<file path="src/rtl/baggage_drop_if.sv">
// Handshake and data bundle between the baggage-drop sequencer and its host.
// The host (master) drives the request side; the controller (slave) drives status and results.
interface baggage_drop_if;
  logic        start;
  logic [7:0]  sensor1;
  logic [7:0]  sensor2;
  logic [7:0]  sensor3;
  logic [7:0]  sensor4;
  logic [15:0] t_lim;
  logic        drop_en;
  logic        busy;
  logic        done;
  logic [15:0] t_act;
  logic        t_act_valid;
  logic        drop_activated;

  modport master (
    output start, sensor1, sensor2, sensor3, sensor4, t_lim, drop_en,
    input  busy, done, t_act, t_act_valid, drop_activated
  );

  modport slave (
    input  start, sensor1, sensor2, sensor3, sensor4, t_lim, drop_en,
    output busy, done, t_act, t_act_valid, drop_activated
  );
endinterface

</file>
<file path="src/rtl/baggage_drop_ctrl.sv">
// Sequenced baggage-drop decision: averages four height sensors, takes a 12-step
// bit-serial square root of height*65536, compares the fall time and holds a drop command.
module baggage_drop_ctrl #(
  parameter int unsigned DROP_HOLD = 4
) (
  input  logic         clk,
  input  logic         rst_n,
  baggage_drop_if.slave bus
);

  typedef enum logic [1:0] {IDLE, SQRT, DROP} state_t;

  localparam logic [7:0] HOLD_LOAD = 8'(DROP_HOLD - 1);

  state_t      state_reg;
  logic [7:0]  s1_reg, s2_reg, s3_reg, s4_reg;
  logic [15:0] t_lim_reg;
  logic        drop_en_reg;
  logic [11:0] root_reg;
  logic [13:0] rem_reg;
  logic [3:0]  iter_reg;
  logic [7:0]  hold_reg;
  logic        busy_reg;
  logic        done_reg;
  logic        valid_reg;
  logic        drop_reg;
  logic [15:0] t_act_reg;

  logic [9:0]  sum;
  logic [7:0]  height;
  logic [23:0] radicand;
  logic [4:0]  pair_idx;
  logic [15:0] rem_shift;
  logic [15:0] trial;
  logic        fits;
  logic [11:0] root_next;
  logic [13:0] rem_next;
  logic [15:0] t_act_new;
  logic        decision;

  assign sum      = {2'b00, s1_reg} + {2'b00, s2_reg} + {2'b00, s3_reg} + {2'b00, s4_reg};
  assign height   = sum[9:2];
  assign radicand = {height, 16'h0000};
  assign pair_idx = {iter_reg, 1'b0};

  // Restoring step: bring down the next radicand bit pair and try subtracting 4*root+1.
  assign rem_shift = {rem_reg, radicand[pair_idx +: 2]};
  assign trial     = {2'b00, root_reg, 2'b01};
  assign fits      = (rem_shift >= trial);
  assign root_next = {root_reg[10:0], fits};
  // The true remainder always fits in 14 bits, so modular subtraction on the low bits is exact.
  assign rem_next  = fits ? (rem_shift[13:0] - trial[13:0]) : rem_shift[13:0];

  assign t_act_new = {5'b00000, root_next[11:1]};
  assign decision  = drop_en_reg && (t_act_new <= t_lim_reg);

  always_ff @(posedge clk or negedge rst_n) begin
    if (!rst_n) begin
      state_reg   <= IDLE;
      s1_reg      <= '0;
      s2_reg      <= '0;
      s3_reg      <= '0;
      s4_reg      <= '0;
      t_lim_reg   <= '0;
      drop_en_reg <= 1'b0;
      root_reg    <= '0;
      rem_reg     <= '0;
      iter_reg    <= '0;
      hold_reg    <= '0;
      busy_reg    <= 1'b0;
      done_reg    <= 1'b0;
      valid_reg   <= 1'b0;
      drop_reg    <= 1'b0;
      t_act_reg   <= '0;
    end else begin
      done_reg <= 1'b0;
      case (state_reg)
        IDLE: begin
          if (bus.start) begin
            s1_reg      <= bus.sensor1;
            s2_reg      <= bus.sensor2;
            s3_reg      <= bus.sensor3;
            s4_reg      <= bus.sensor4;
            t_lim_reg   <= bus.t_lim;
            drop_en_reg <= bus.drop_en;
            root_reg    <= '0;
            rem_reg     <= '0;
            iter_reg    <= 4'd11;
            busy_reg    <= 1'b1;
            state_reg   <= SQRT;
          end
        end
        SQRT: begin
          root_reg <= root_next;
          rem_reg  <= rem_next;
          iter_reg <= iter_reg - 4'd1;
          if (iter_reg == 4'd0) begin
            t_act_reg <= t_act_new;
            done_reg  <= 1'b1;
            valid_reg <= 1'b1;
            if (decision) begin
              drop_reg  <= 1'b1;
              hold_reg  <= HOLD_LOAD;
              state_reg <= DROP;
            end else begin
              busy_reg  <= 1'b0;
              state_reg <= IDLE;
            end
          end
        end
        DROP: begin
          if (hold_reg == 8'd0) begin
            drop_reg  <= 1'b0;
            busy_reg  <= 1'b0;
            state_reg <= IDLE;
          end else begin
            hold_reg <= hold_reg - 8'd1;
          end
        end
        default: begin
          busy_reg  <= 1'b0;
          drop_reg  <= 1'b0;
          state_reg <= IDLE;
        end
      endcase
    end
  end

  assign bus.busy           = busy_reg;
  assign bus.done           = done_reg;
  assign bus.t_act          = t_act_reg;
  assign bus.t_act_valid    = valid_reg;
  assign bus.drop_activated = drop_reg;

endmodule

</file>
<file path="src/flat_wrapper.sv">
// flat-port wrapper written by rule: the top's interface ports become plain ports
module baggage_drop_ctrl_flat 
#(
  parameter int unsigned DROP_HOLD = 4
)
  (clk, rst_n, bus_start, bus_sensor1, bus_sensor2, bus_sensor3, bus_sensor4, bus_t_lim, bus_drop_en, bus_busy, bus_done, bus_t_act, bus_t_act_valid, bus_drop_activated);
  baggage_drop_if bus_i ();
  input  logic clk;
  input  logic rst_n;
  input wire logic [$bits(bus_i.start)-1:0] bus_start;
  input wire logic [$bits(bus_i.sensor1)-1:0] bus_sensor1;
  input wire logic [$bits(bus_i.sensor2)-1:0] bus_sensor2;
  input wire logic [$bits(bus_i.sensor3)-1:0] bus_sensor3;
  input wire logic [$bits(bus_i.sensor4)-1:0] bus_sensor4;
  input wire logic [$bits(bus_i.t_lim)-1:0] bus_t_lim;
  input wire logic [$bits(bus_i.drop_en)-1:0] bus_drop_en;
  output wire logic [$bits(bus_i.busy)-1:0] bus_busy;
  output wire logic [$bits(bus_i.done)-1:0] bus_done;
  output wire logic [$bits(bus_i.t_act)-1:0] bus_t_act;
  output wire logic [$bits(bus_i.t_act_valid)-1:0] bus_t_act_valid;
  output wire logic [$bits(bus_i.drop_activated)-1:0] bus_drop_activated;
  assign bus_i.start = bus_start;
  assign bus_i.sensor1 = bus_sensor1;
  assign bus_i.sensor2 = bus_sensor2;
  assign bus_i.sensor3 = bus_sensor3;
  assign bus_i.sensor4 = bus_sensor4;
  assign bus_i.t_lim = bus_t_lim;
  assign bus_i.drop_en = bus_drop_en;
  assign bus_busy = bus_i.busy;
  assign bus_done = bus_i.done;
  assign bus_t_act = bus_i.t_act;
  assign bus_t_act_valid = bus_i.t_act_valid;
  assign bus_drop_activated = bus_i.drop_activated;
  baggage_drop_ctrl #(.DROP_HOLD(DROP_HOLD)) u_core (.clk(clk), .rst_n(rst_n), .bus(bus_i));
endmodule
</file>
<file path="config.mk">
export PLATFORM = sky130hd
export DESIGN_NAME = baggage_drop_ctrl_flat
export DESIGN_NICKNAME = d
export VERILOG_FILES = /design/src/rtl/baggage_drop_if.sv /design/src/rtl/baggage_drop_ctrl.sv /design/src/flat_wrapper.sv
export SDC_FILE = /design/constraint.sdc
export NUM_CORES = 1
export LEC_CHECK = 0
export ABC_AREA = 1
export CAP_MARGIN = 40
export CORE_MARGIN = 1
export CORE_UTILIZATION = 50
export DETAILED_ROUTE_END_ITERATION = 8
export HOLD_SLACK_MARGIN = 0.02
export PLACE_DENSITY = 0.72
export SKIP_LAST_GASP = 1
export SLEW_MARGIN = 10
export SYNTH_ARGS = -nofsm -noshare
export SYNTH_HDL_FRONTEND = slang
export SYNTH_SLANG_ARGS = --single-unit
export TNS_END_PERCENT = 20
</file>
<file path="constraint.sdc">
create_clock -name clk -period 5.7 [get_ports clk]
set_input_delay 1.425 -clock clk [delete_from_list [all_inputs] [get_ports clk]]
set_output_delay 1.425 -clock clk [all_outputs]
set_load 0.01 [all_outputs]
</file>
# ---- After elaboration in Yosys (flattened, before gate mapping)
# Cells that the tools add are included.
dict set report totals {
  ff_bits 104
}
dict set report op_classes {
  n_eq_ne 8
  shift 1
  n_reduce_logical 13
  bitwise 1
  n_mux 26
  add_sub_neg 6
  magnitude_cmp 2
}
# op count
set ops {}
lappend ops {{$mux W14} 2}
lappend ops {{$pmux W14 S2} 1}
lappend ops {{$mux W8} 3}
lappend ops {{$pmux W12 S2} 1}
lappend ops {{$shiftx A24 B6 Y2} 1}
lappend ops {{$add A10 B8 Y10} 2}
lappend ops {{$ge A16 B14 Y1} 1}
lappend ops {{$le A11 B16 Y1} 1}
lappend ops {{$pmux W8 S2} 1}
lappend ops {{$sub A14 B14 Y14} 1}
lappend ops {{$mux W12} 1}
lappend ops {{$reduce_and A4 Y1} 3}
lappend ops {{$add A8 B8 Y9} 1}
lappend ops {{$logic_not A8 Y1} 1}
lappend ops {{$mux W1} 8}
lappend ops {{$mux W2} 4}
lappend ops {{$pmux W4 S2} 1}
lappend ops {{$sub A8 B1 Y8 const B} 1}
lappend ops {{$ne A2 B1 Y1 const B} 3}
lappend ops {{$ne A2 B2 Y1 const B} 3}
lappend ops {{$pmux W1 S3} 2}
lappend ops {{$pmux W2 S3} 1}
lappend ops {{$reduce_and A2 Y1} 3}
lappend ops {{$logic_not A4 Y1} 1}
lappend ops {{9 further kinds} 10}

# ---- Longest topological paths before layout
# Gate-level depths: netlist (run 1).
dict set report depth {
  word_depth 7
  depth_mapped 36
  depth_no_buf 35
}

# ---- Worst setup path after synthesis (run 1)
# OpenSTA, ideal clock, no wires.
dict set report synth_timing {
  kind {register -> register}
  startpoint {reg u_core.s2_reg[0]}
  endpoint {reg u_core.rem_reg[3]}
  synth_period_minus_slack_ns 4.565
  required_time_ns 5.576
  stages_incl_launch_ff 33
  setup_ns 0.124
  t_arrival_ns 4.441
  setup_slack_ns 1.135
  cell_sequence {dfrtp_1 ha_1 inv_1 fa_1 o21ai_0 a21oi_1 o21ai_0 xnor2_1 fa_1 inv_1 ha_1 nand2_1 inv_1 a21oi_1 nand2_1 nand2_1 nand3_1 nand2_1 nand2_1 nand2_2 ha_1 o21ai_2 a21oi_2 nor2_2 nor2_2 nor2_2 nor2_2 nand2_2 nand2_2 nand3_4 buf_4 o211ai_1 nand2_1}
}
dict set report synth_between {
  elab_chain_len 7
  elab_cells_between_ends 8
  classes_between {add/sub: 4; order compare: 1; shift: 1; mux: 2}
}
# element line_no
set synth_rtl {}
lappend synth_rtl {{start, declared} baggage_drop_ctrl.sv:16} ;# logic [7:0] s1_reg, s2_reg, s3_reg, s4_reg;
lappend synth_rtl {{start signal, assigned} baggage_drop_ctrl.sv:81} ;# s2_reg <= bus.sensor2;
lappend synth_rtl {{$add A8 B8 Y9 (*)} baggage_drop_ctrl.sv:41} ;# assign sum = {2'b00, s1_reg} + {2'b00, s2_reg} + {2'b00, s3_reg} + {2'b00, s4_reg};
lappend synth_rtl {{$add A10 B8 Y10 (*) (2 in a row)} baggage_drop_ctrl.sv:41}
lappend synth_rtl {{$shiftx A24 B6 Y2 (*)} baggage_drop_ctrl.sv:47} ;# assign rem_shift = {rem_reg, radicand[pair_idx +: 2]};
lappend synth_rtl {{$sub A14 B14 Y14 or $ge A16 B14 Y1 (tied branches)} {baggage_drop_ctrl.sv:52, baggage_drop_ctrl.sv:49}}
lappend synth_rtl {{$mux W14 (*)} baggage_drop_ctrl.sv:52} ;# assign rem_next = fits ? (rem_shift[13:0] - trial[13:0]) : rem_shift[13:0];
lappend synth_rtl {{$pmux W14 S2 (*)} baggage_drop_ctrl.sv:77} ;# case (state_reg)
lappend synth_rtl {{end signal, assigned} baggage_drop_ctrl.sv:95} ;# rem_reg <= rem_next;
lappend synth_rtl {{end, declared} baggage_drop_ctrl.sv:20} ;# logic [13:0] rem_reg;
# Every way passes the cells marked *; elsewhere a longest branch is shown, timed or not.
# A chain may end at the register's enable or synchronous reset.

# ---- Worst setup path in the final report (run 1)
dict set report layout_timing {
  startpoint {reg u_core.s2_reg[0]}
  endpoint {reg u_core.rem_reg[1]}
}
# Same word-level chain as after synthesis.

==> results.sh, run 1 <==
export IMPL_crit_path_frequent_cell="nand2_1"
export IMPL_grt_antenna_before_repair=0
export IMPL_r2r_setup_slack_ns=0.54
export IMPL_hold_viol=0
export IMPL_synth_mux_area_frac=0
export IMPL_worst_clock_skew_ns=0.004747
export IMPL_cts_tree="yes"
export IMPL_synth_main_ff_cell="dfrtp_1"
export IMPL_drc=0
export IMPL_min_period_ns=5.161
export IMPL_layout_drive_gt1_share=0.06310
export IMPL_port_buffers=66
export IMPL_wl_per_cell_um=13.25
export IMPL_syn_avg_cell_area_um2=8.025
export IMPL_end_kind="flop"
export IMPL_finalWirelength_mm=13.36
export IMPL_synth_top_area_frac=0.4195
export IMPL_path_delay_family="adder cells"
export IMPL_synth_cells=773
export IMPL_cts_buffers=9
export IMPL_postRouteAntennaNets=0
export IMPL_nets=941
export IMPL_grt_overflow=0
export IMPL_clk_latency_ns=0.35
export IMPL_worstReg2RegEnd="u_core.rem_reg[1]$_DFFE_PN0P_"
export IMPL_synth_common_cells="nand2_1 (234), inv_1 (111), dfrtp_1 (104)"
export IMPL_worstHoldStart="u_core.bus.t_act_valid$_DFFE_PN0P_"
export IMPL_totalNegativeSetupSlack_ns=0
export IMPL_dpl_worst_slack_ns=0.4801
export IMPL_reg2reg_from="u_core.s2_reg[0]$_DFFE_PN0P_"
export IMPL_synthAdderAreaFrac=0.1198
export IMPL_grt_pass1_vias=5078
export IMPL_worstMarginPinSlew_ns=0.7391
export IMPL_synthArstFlopShare=1.000
export IMPL_dp_hpwl_mm=10.30
export IMPL_synth_top_family_by_area="simple AND/OR/NAND/NOR gates"
export IMPL_grt_max_degree=51
export IMPL_multi_input_area_um2=3062
export IMPL_dr_pass1_iters=5
export IMPL_synthTopCellsByArea="dfrtp_1 (42%), nand2_1 (14%), ha_1 (9.1%)"
export IMPL_cts_root_buf="clkbuf_16"
export IMPL_largest_register_ffs=16
export IMPL_synth_warnings=0
export IMPL_critPathArrivalTime_ns=5.40
export IMPL_regArea_um2=2603
export IMPL_synth_simple_area_share=0.2227
export IMPL_core_um2=12060
export IMPL_worst_path_max_fanout=25
export IMPL_hold_path_class="reg -> reg"
export IMPL_grt_first_pass_wirelength_mm=23.12
export IMPL_ys_ff_latch=104
export IMPL_num_vias=5113
export IMPL_start_util=0.5143
export IMPL_rsz0062_at_grt="no"
export IMPL_relSlewSlack=0.5067
export IMPL_die_h_um=113.4
export IMPL_finalSetupViolations=0
export IMPL_syn2layout_area_growth_pct=18.58
export IMPL_max_cap_violations=0
export IMPL_ys_seq_area_frac=0.4195
export IMPL_synth_edf_count=0
export IMPL_synth_distinct_cells=47
export IMPL_post_cts_setup_buffers=0
export IMPL_startpoint_type="flop"
export IMPL_critical_path_max_stage_delay_ns=0.48
export IMPL_synth_compound_area_frac=0.1240
export IMPL_track_usage=0.2273
export IMPL_place_gp_congestion=0.8246
export IMPL_h_tree_depth=3
export IMPL_rows=40
export IMPL_n_antenna_cell=0
export IMPL_yosys_area_share_xor_xnor=0.02400
export IMPL_yosys_area_top_type="dfrtp_1"
export IMPL_die_area_um2=12860
export IMPL_hold_ws_ns=0.4695
export IMPL_critPathKind="reg -> reg"
export IMPL_die_w_um=113.4
export IMPL_slowest_stage="fa_1"
export IMPL_min_path_cells=1
export IMPL_ios=72
export IMPL_hold_end="u_core.bus.t_act_valid$_DFFE_PN0P_"
export IMPL_yosysMostFrequentCell="nand2_1"
export IMPL_fin_crit_sh=0.9054
export IMPL_holdBufCountCts=0
export IMPL_clock_sinks=104
export IMPL_clkTransAtPathRegs_ns=0.07
export IMPL_crit_required_ns=5.94
export IMPL_r2r_cells=32
export IMPL_synthesis_area_um2=6203
export IMPL_fillers=1083
export IMPL_clockBufferDepth=2
export IMPL_final_max_slew_viol_count=0
export IMPL_outcome="complete, no violations"
export IMPL_max_freq_mhz=193.8
export IMPL_crit_buf_inv=4
export IMPL_drt_initial_drc_count=346
export IMPL_setup_ws_ns=0.5390
export IMPL_routed_via_density=5.072
## placed cells by master, fill, tap and decap left out, types with 3 or more instances in the layout
master | netlist | routed
a21o_1 | 4 | 4
a21oi_1 | 29 | 29
a21oi_2 | 5 | 5
buf_4 | 6 | 3
clkbuf_16 | 0 | 9
clkdlybuf4s50_1 | 0 | 65
clkinv_4 | 0 | 3
conb_1 | 1 | 5
dfrtp_1 | 104 | 104
fa_1 | 9 | 9
ha_1 | 45 | 45
inv_1 | 111 | 111
nand2_1 | 234 | 234
nand2_2 | 9 | 9
nand3_1 | 31 | 31
nand4_1 | 5 | 5
nor2_1 | 29 | 29
nor2_2 | 5 | 5
nor3_1 | 6 | 6
o21ai_0 | 55 | 54
o21ai_1 | 8 | 9
o21bai_1 | 3 | 3
o22ai_1 | 12 | 12
xnor2_1 | 5 | 5
xor2_1 | 12 | 12
## logic make-up after synthesis
family / count (synthesis)
other: 1
xor gates and xnor gates: 17
and+or+nand+nor: 329
buffers and inverters: 138
DFF: 104
adders and majority gates: 54
AOI/OAI and AO/OA: 130
## worst reg2reg max path: cells and delay by family (launching register included)
kind / cells / cell delay (ns)
AND/OR/NAND/NOR: 15 / 1.34
AO/OA/AOI/OAI: 7 / 1.27
buffers and inverters: 4 / 0.35
XOR/XNOR: 1 / 0.13
flip-flops: 1 / 0.35
adder cells (fa/ha/maj): 5 / 1.59
## what timing repair did
action	in CTS	in global routing
hold endpoints to repair	0	0
endpoints found under the setup margin	0	3
gates resized for setup	0	1
## area by class of cell
| class | count | share of cell area |
|---|---|---|
| Clock buffer | 9 | 0.03062 |
| Clock inverter | 7 | 0.01072 |
| Inverter | 113 | 0.05766 |
| Multi-Input combinational cell | 535 | 0.4162 |
| Sequential cell | 104 | 0.3538 |
| Tap cell | 168 | 0.02858 |
| Timing Repair Buffer | 72 | 0.1024 |
## per-stage QoR
| step | instances | area (um^2) | util |
|---|---|---|---|
| final | 1008 | 7356 | 0.6099 |
| after global routing | 1008 | 7356 | 0.6099 |
| after CTS | 1008 | 7356 | 0.6099 |
| after detailed placement | 992 | 7052 | 0.5846 |
| after global placement | 988 | 6972 | 0.5780 |
| after floorplan | 777 | 6218 | - |
## per-layer routing
metal / vias to the layer above / GRT usage / share of wire
li1: 2583 / - / -
met1: 2424 / 0.3072 / 0.48
met2: 94 / 0.3738 / 0.47
met3: 12 / 0.04888 / 0.037
met4: 0 / 0.05789 / 0.012
met5: - / 0 / 0
## worst max-delay path by stage
stage / slack (ns) / from / to / cells past startpoint
global route: 0.08 / u_core.s2_reg[0]$_DFFE_PN0P_ / u_core.rem_reg[1]$_DFFE_PN0P_ / 32
floorplan: 1.14 / u_core.s2_reg[0]$_DFFE_PN0P_ / u_core.rem_reg[3]$_DFFE_PN0P_ / 32
detailed placement: 0.48 / u_core.s1_reg[0]$_DFFE_PN0P_ / u_core.rem_reg[1]$_DFFE_PN0P_ / 32
global placement: 0.62 / u_core.s2_reg[0]$_DFFE_PN0P_ / u_core.rem_reg[1]$_DFFE_PN0P_ / 32
finish: 0.54 / u_core.s2_reg[0]$_DFFE_PN0P_ / u_core.rem_reg[1]$_DFFE_PN0P_ / 32
CTS: 0.45 / u_core.s1_reg[0]$_DFFE_PN0P_ / u_core.rem_reg[1]$_DFFE_PN0P_ / 32
Power of run 1 is not shown: default switching activity piles up to over one toggle a cycle in this logic, so the estimate is an artifact.
==> inputs of run 2 (changes only) <==
--- a/config.mk
+++ b/config.mk
@@ -6,7 +6,8 @@
 export NUM_CORES = 1
 export LEC_CHECK = 0
 export ABC_AREA = 1
-export CAP_MARGIN = 40
+export ABC_CLOCK_PERIOD_IN_PS = 5700
+export CAP_MARGIN = 5
 export CORE_MARGIN = 1
 export CORE_UTILIZATION = 50
 export DETAILED_ROUTE_END_ITERATION = 8
==> run 2 against run 1 <==
Compared with the run above: first-iteration DRC count fell by 26%; final area decreased by 0.75%; via count fell by 0.88%; critical path type unchanged; flip-flop and latch count stayed put; sequential share of layout area increased by 0.27 points; cell count down 0.40%; count of clock-buffer cells in the layout did not move; critical endpoint unchanged.
==> results.sh, run 2 (synthesis gave the netlist of run 1 again) <==
export IMPL_hold_ws_ns=0.4672
export IMPL_end_kind="flop"
export IMPL_r2r_setup_slack_ns=0.51
export IMPL_rsz0062_at_grt="no"
export IMPL_layout_common_cells="nand2_1 (234), inv_1 (111), dfrtp_1 (104)"
export IMPL_multi_input_area_um2=3062
export IMPL_final_max_slew_viol_count=0
export IMPL_clockBufferDepth=2
export IMPL_critPathKind="reg -> reg"
export IMPL_postRouteAntennaNets=0
export IMPL_cts_root_buf="clkbuf_16"
export IMPL_instances_no_fill=1004
export IMPL_endpoint="u_core.rem_reg[1]$_DFFE_PN0P_"
export IMPL_die_h_um=113.4
export IMPL_holdBufCountCts=0
export IMPL_clkTransAtPathRegs_ns=0.07
export IMPL_rows=40
export IMPL_grt_max_degree=80
export IMPL_worstReg2RegEnd="u_core.rem_reg[1]$_DFFE_PN0P_"
export IMPL_regArea_um2=2603
export IMPL_min_period_ns=5.190
export IMPL_max_freq_mhz=192.7
export IMPL_placed_cell_area_um2=6972
export IMPL_die_area_um2=12860
export IMPL_cts_tree="yes"
export IMPL_routed_via_density=5.048
export IMPL_nets=937
export IMPL_port_buffers=66
export IMPL_finalSetupViolations=0
export IMPL_dp_hpwl_mm=10.01
export IMPL_placed_cells=988
export IMPL_outcome="complete, no violations"
export IMPL_ios=72
export IMPL_startpoint_type="flop"
export IMPL_hold_path_class="reg -> reg"
export IMPL_grt_antenna_before_repair=0
export IMPL_final_common_cell="nand2_1"
export IMPL_layout_drive_gt1_share=0.05861
export IMPL_h_tree_depth=3
export IMPL_max_cap_violations=0
export IMPL_grt_overflow=0
export IMPL_hold_viol=0
export IMPL_fin_crit_sh=0.9105
export IMPL_relSlewSlack=0.2698
export IMPL_clock_sinks=104
export IMPL_fillers=1092
export IMPL_core_um2=12060
export IMPL_grt_pass1_vias=5016
export IMPL_worst_clock_skew_ns=0.004466
export IMPL_worstHoldStart="u_core.bus.t_act_valid$_DFFE_PN0P_"
export IMPL_syn2layout_area_growth_pct=17.69
export IMPL_critical_path_max_stage_delay_ns=0.48
export IMPL_clk_latency_ns=0.36
export IMPL_slowest_stage="fa_1"
export IMPL_track_usage=0.2258
export IMPL_place_gp_congestion=0.8246
export IMPL_stdcell_area_um2=7301
export IMPL_n_antenna_cell=0
export IMPL_totalNegativeSetupSlack_ns=0
export IMPL_grt_first_pass_wirelength_mm=22.93
export IMPL_drt_initial_drc_count=255
export IMPL_startpoint="u_core.s2_reg[0]$_DFFE_PN0P_"
export IMPL_r2r_cells=32
export IMPL_critPathArrivalTime_ns=5.44
export IMPL_dr_pass1_iters=5
export IMPL_largest_register_ffs=16
export IMPL_finalWirelength_mm=13.43
export IMPL_worstMarginPinSlew_ns=1.094
export IMPL_worst_path_max_fanout=25
export IMPL_die_w_um=113.4
export IMPL_crit_path_frequent_cell="nand2_1"
export IMPL_num_vias=5068
export IMPL_wl_per_cell_um=13.37
export IMPL_cts_buffers=9
export IMPL_reg2reg_from="u_core.s2_reg[0]$_DFFE_PN0P_"
export IMPL_crit_required_ns=5.95
export IMPL_drc=0
export IMPL_start_util=0.5143
-- run 2: cell types whose count changed in the layout (fill, tap and decap cells not counted) --
cell / change
buf_16: -2
clkinv_2: -1
buf_12: -1
bufinv_16: +1
buf_2: -1
-- run 2: what timing repair did --
action                     4_1_cts  5_1_grt
hold endpoints to repair         0        0
setup endpoints to repair        0       12
buffers inserted                 0        0
resized for setup                0        1
-- run 2: how the worst min path moves through the flow --
stage / to / slack, ns / depth (start not counted)
5_1_grt: u_core.t_lim_reg[14]$_DFFE_PN0P_ / 0.50 / 2
6_report: u_core.bus.t_act_valid$_DFFE_PN0P_ / 0.47 / 1
4_1_cts: u_core.bus.t_act_valid$_DFFE_PN0P_ / 0.48 / 1
2_1_floorplan: u_core.s3_reg[0]$_DFFE_PN0P_ / 0.45 / 2
3_3_place_gp: u_core.bus.t_act_valid$_DFFE_PN0P_ / 0.45 / 1
3_5_place_dp: u_core.bus.t_act_valid$_DFFE_PN0P_ / 0.46 / 1
-- run 2: cell type report --
class / count / area share
clock buffers: 9 / 0.03085
clock inverters: 7 / 0.01422
inverters: 113 / 0.05810
multi-input cells: 535 / 0.4194
flip-flops and latches: 104 / 0.3565
well taps: 168 / 0.02879
repair buffers: 68 / 0.09220
-- run 2: critical path: cells and delay by family (launching register included) --
family,cells,cell delay [ns]
adder cells (fa/ha/maj),5,1.58
buffers and inverters,4,0.34
XOR/XNOR,1,0.11
AND/OR/NAND/NOR,15,1.38
flip-flops,1,0.36
AO/OA/AOI/OAI,7,1.29
-- run 2: routing by layer --
| metal | wire [um] | track usage |
|---|---|---|
| met1 | 6390 | 0.2959 |
| met2 | 6235 | 0.3738 |
| met3 | 628 | 0.05313 |
| met4 | 173 | 0.06754 |
| met5 | 0 | 0 |
-- run 2: through the flow --
step | worst slack (ns) | util
finish | 0.5103 | 0.6053
global route | 0.009361 | 0.6053
CTS | 0.4437 | 0.6053
detailed placement | 0.4607 | 0.5780
global placement | 0.6198 | 0.5780
floorplan | 1.135 | -
Power of run 2 is left out for the same reason.
==> variant, RTL diff (flow settings as in run 1) <==
Encoding of `state_t`: now one-hot (3 bits for 3 states).
--- a/src/rtl/baggage_drop_ctrl.sv
+++ b/src/rtl/baggage_drop_ctrl.sv
@@ -8,7 +8,7 @@
   baggage_drop_if.slave bus
 );
 
-  typedef enum logic [1:0] {IDLE, SQRT, DROP} state_t;
+  typedef enum logic [2:0] {IDLE = 3'b001, SQRT = 3'b010, DROP = 3'b100} state_t;
 
   localparam logic [7:0] HOLD_LOAD = 8'(DROP_HOLD - 1);
 
Formal check against the unedited RTL: same outputs for any inputs over 10 cycles, from zero or initial values and one cycle with rst_n low; not proved beyond that.
==> variant against run 1 <==
  * Synthesized cell count fell by 7.8%
  * First-iteration DRC count decreased by 32%
  * Worst setup slack better by 0.0092 ns
  * Design area shrank 1.0%
  * Core utilization fell by 0.63 points
  * Routed wire length shrank 0.49%
  * Sequential share of layout area increased by 0.73 points
  * Synthesized area fell by 0.20%
  * Sequential cell count rose by 1
  * Count of clock-buffer cells in the layout is 1 higher
  * Die area down 0.19%
Power is not shown: default switching activity piles up to over one toggle a cycle in this logic, so the estimate is an artifact.
==> variant: results (changes against run 1) <==
- Share of cells above drive strength 1: 7.94% (was 6.31%)
- Routability cong.: 0.858 (was 0.825)
- Crit-path max FO: 12 (was 25)
- Slew headroom: 48.2% (was 50.7%)
- Final #Nets: 882 (was 941)
- Vias in the first global route: 4,921 (was 5,078)
- CP Data Arrival Time: 5.43 ns (was 5.40 ns)
- Crit Reg-Reg Endpoint: u_core.rem_reg[5] (was u_core.rem_reg[1])
- Skew final: 0.00704 ns (was 0.00475 ns)
- Hold endpoint: u_core.bus.t_act[4] (was u_core.bus.t_act_valid)
- Post-synthesis xor/xnor area fraction: 2.97% (was 2.40%)
- CP top delay family: compound AO/OA/AOI/OAI gates (was adder cells)
- Mux share of post-synthesis cell area: 4.00% (was 0%)
- Post-synth cell types: 48 (was 47)
- Post-synthesis compound-gate area fraction: 12.5% (was 12.4%)
- Routed length per instance: 14.0 um (was 13.3 um)
- Reg2Reg Depth: 28 (was 32)
- Outcome: completed (unchanged)
- Post-synth top cells: nand2_1, inv_1, dfrtp_1, nor2_1, a21oi_1 (was nand2_1, inv_1, dfrtp_1, o21ai_0, ha_1)
- Filler cell count: 1,106 (was 1,083)
- Pin count of the biggest net entering global routing: 79 (was 51)
- Via count: 4,929 (was 5,113)
- Worst Hold Depth: 2 (was 1)
- Overall Global Routing Usage: 22.5% (was 22.7%)
- Post-Synth Adder-Cell Area: 12.0% (about the same)
- Sequential share of the synthesized area: 42.5% (was 42.0%)
- First-pass GRT wire length: 22.5 mm (was 23.1 mm)
- Synth top area cells: dfrtp_1, ha_1, nand2_1 (was dfrtp_1, nand2_1, ha_1)
- Worst Hold Launch: u_core.bus.t_act[4] (was u_core.bus.t_act_valid)
variant: cell types whose count changed in the layout (fill, tap and decap cells not counted), sizes merged, moves of 10 or more:
cell   before  now
nand2     244  136
o21ai      65   31
nor2       34   58
mux2        0   22
a21oi      34   53
nand3      33   43
variant: worst max-delay path by stage:
stage                           from  depth (start not counted)                 end
floorplan           u_core.s2_reg[0]                         28  u_core.rem_reg[12]
detailed placement  u_core.s2_reg[0]                         29   u_core.rem_reg[9]
global route        u_core.s1_reg[0]                         28   u_core.rem_reg[5]
finish              u_core.s2_reg[0]                         28   u_core.rem_reg[5]
CTS                 u_core.s2_reg[0]                         29   u_core.rem_reg[9]
global placement    u_core.s2_reg[0]                         29   u_core.rem_reg[5]
variant: kinds of logic after synthesis:
| group | Yosys count |
|---|---|
| adders and majority gates | 54 |
| AOI/OAI and AO/OA | 128 |
| other | 1 |
| buffers and inverters | 128 |
| and+or+nand+nor | 254 |
| DFF | 105 |
| xor gates and xnor gates | 21 |
| muxes | 22 |
variant: metal layers:
metal	track usage [%]	wire (um)	vias up
met1	27.1	5740	2345
met5	0	0	-
met3	3.54	500	17
li1	-	-	2455
met2	40.5	6810	112
met4	8.60	250	0
variant: final cells by class:
type	instances	area, sq um	share of cell area, %
Sequential cell	105	2630	36.1
Inverter	107	402	5.52
Timing Repair Buffer	69	701	9.63
Multi-Input combinational cell	484	3070	42.1
Clock buffer	10	229	3.15
Clock inverter	6	42.5	0.584
Tap cell	168	210	2.89
variant: metrics by stage:
step	std cells	hold slack (ns)	area (sq um)	utilization, %	setup slack [ns]
floorplan	717	0.480	6210	-	1.15
global placement	932	0.459	6980	57.9	0.636
detailed placement	933	0.476	7010	58.1	0.393
CTS	949	0.493	7280	60.3	0.352
global route	949	0.521	7280	60.4	0.0512
finish	949	0.489	7280	60.4	0.548
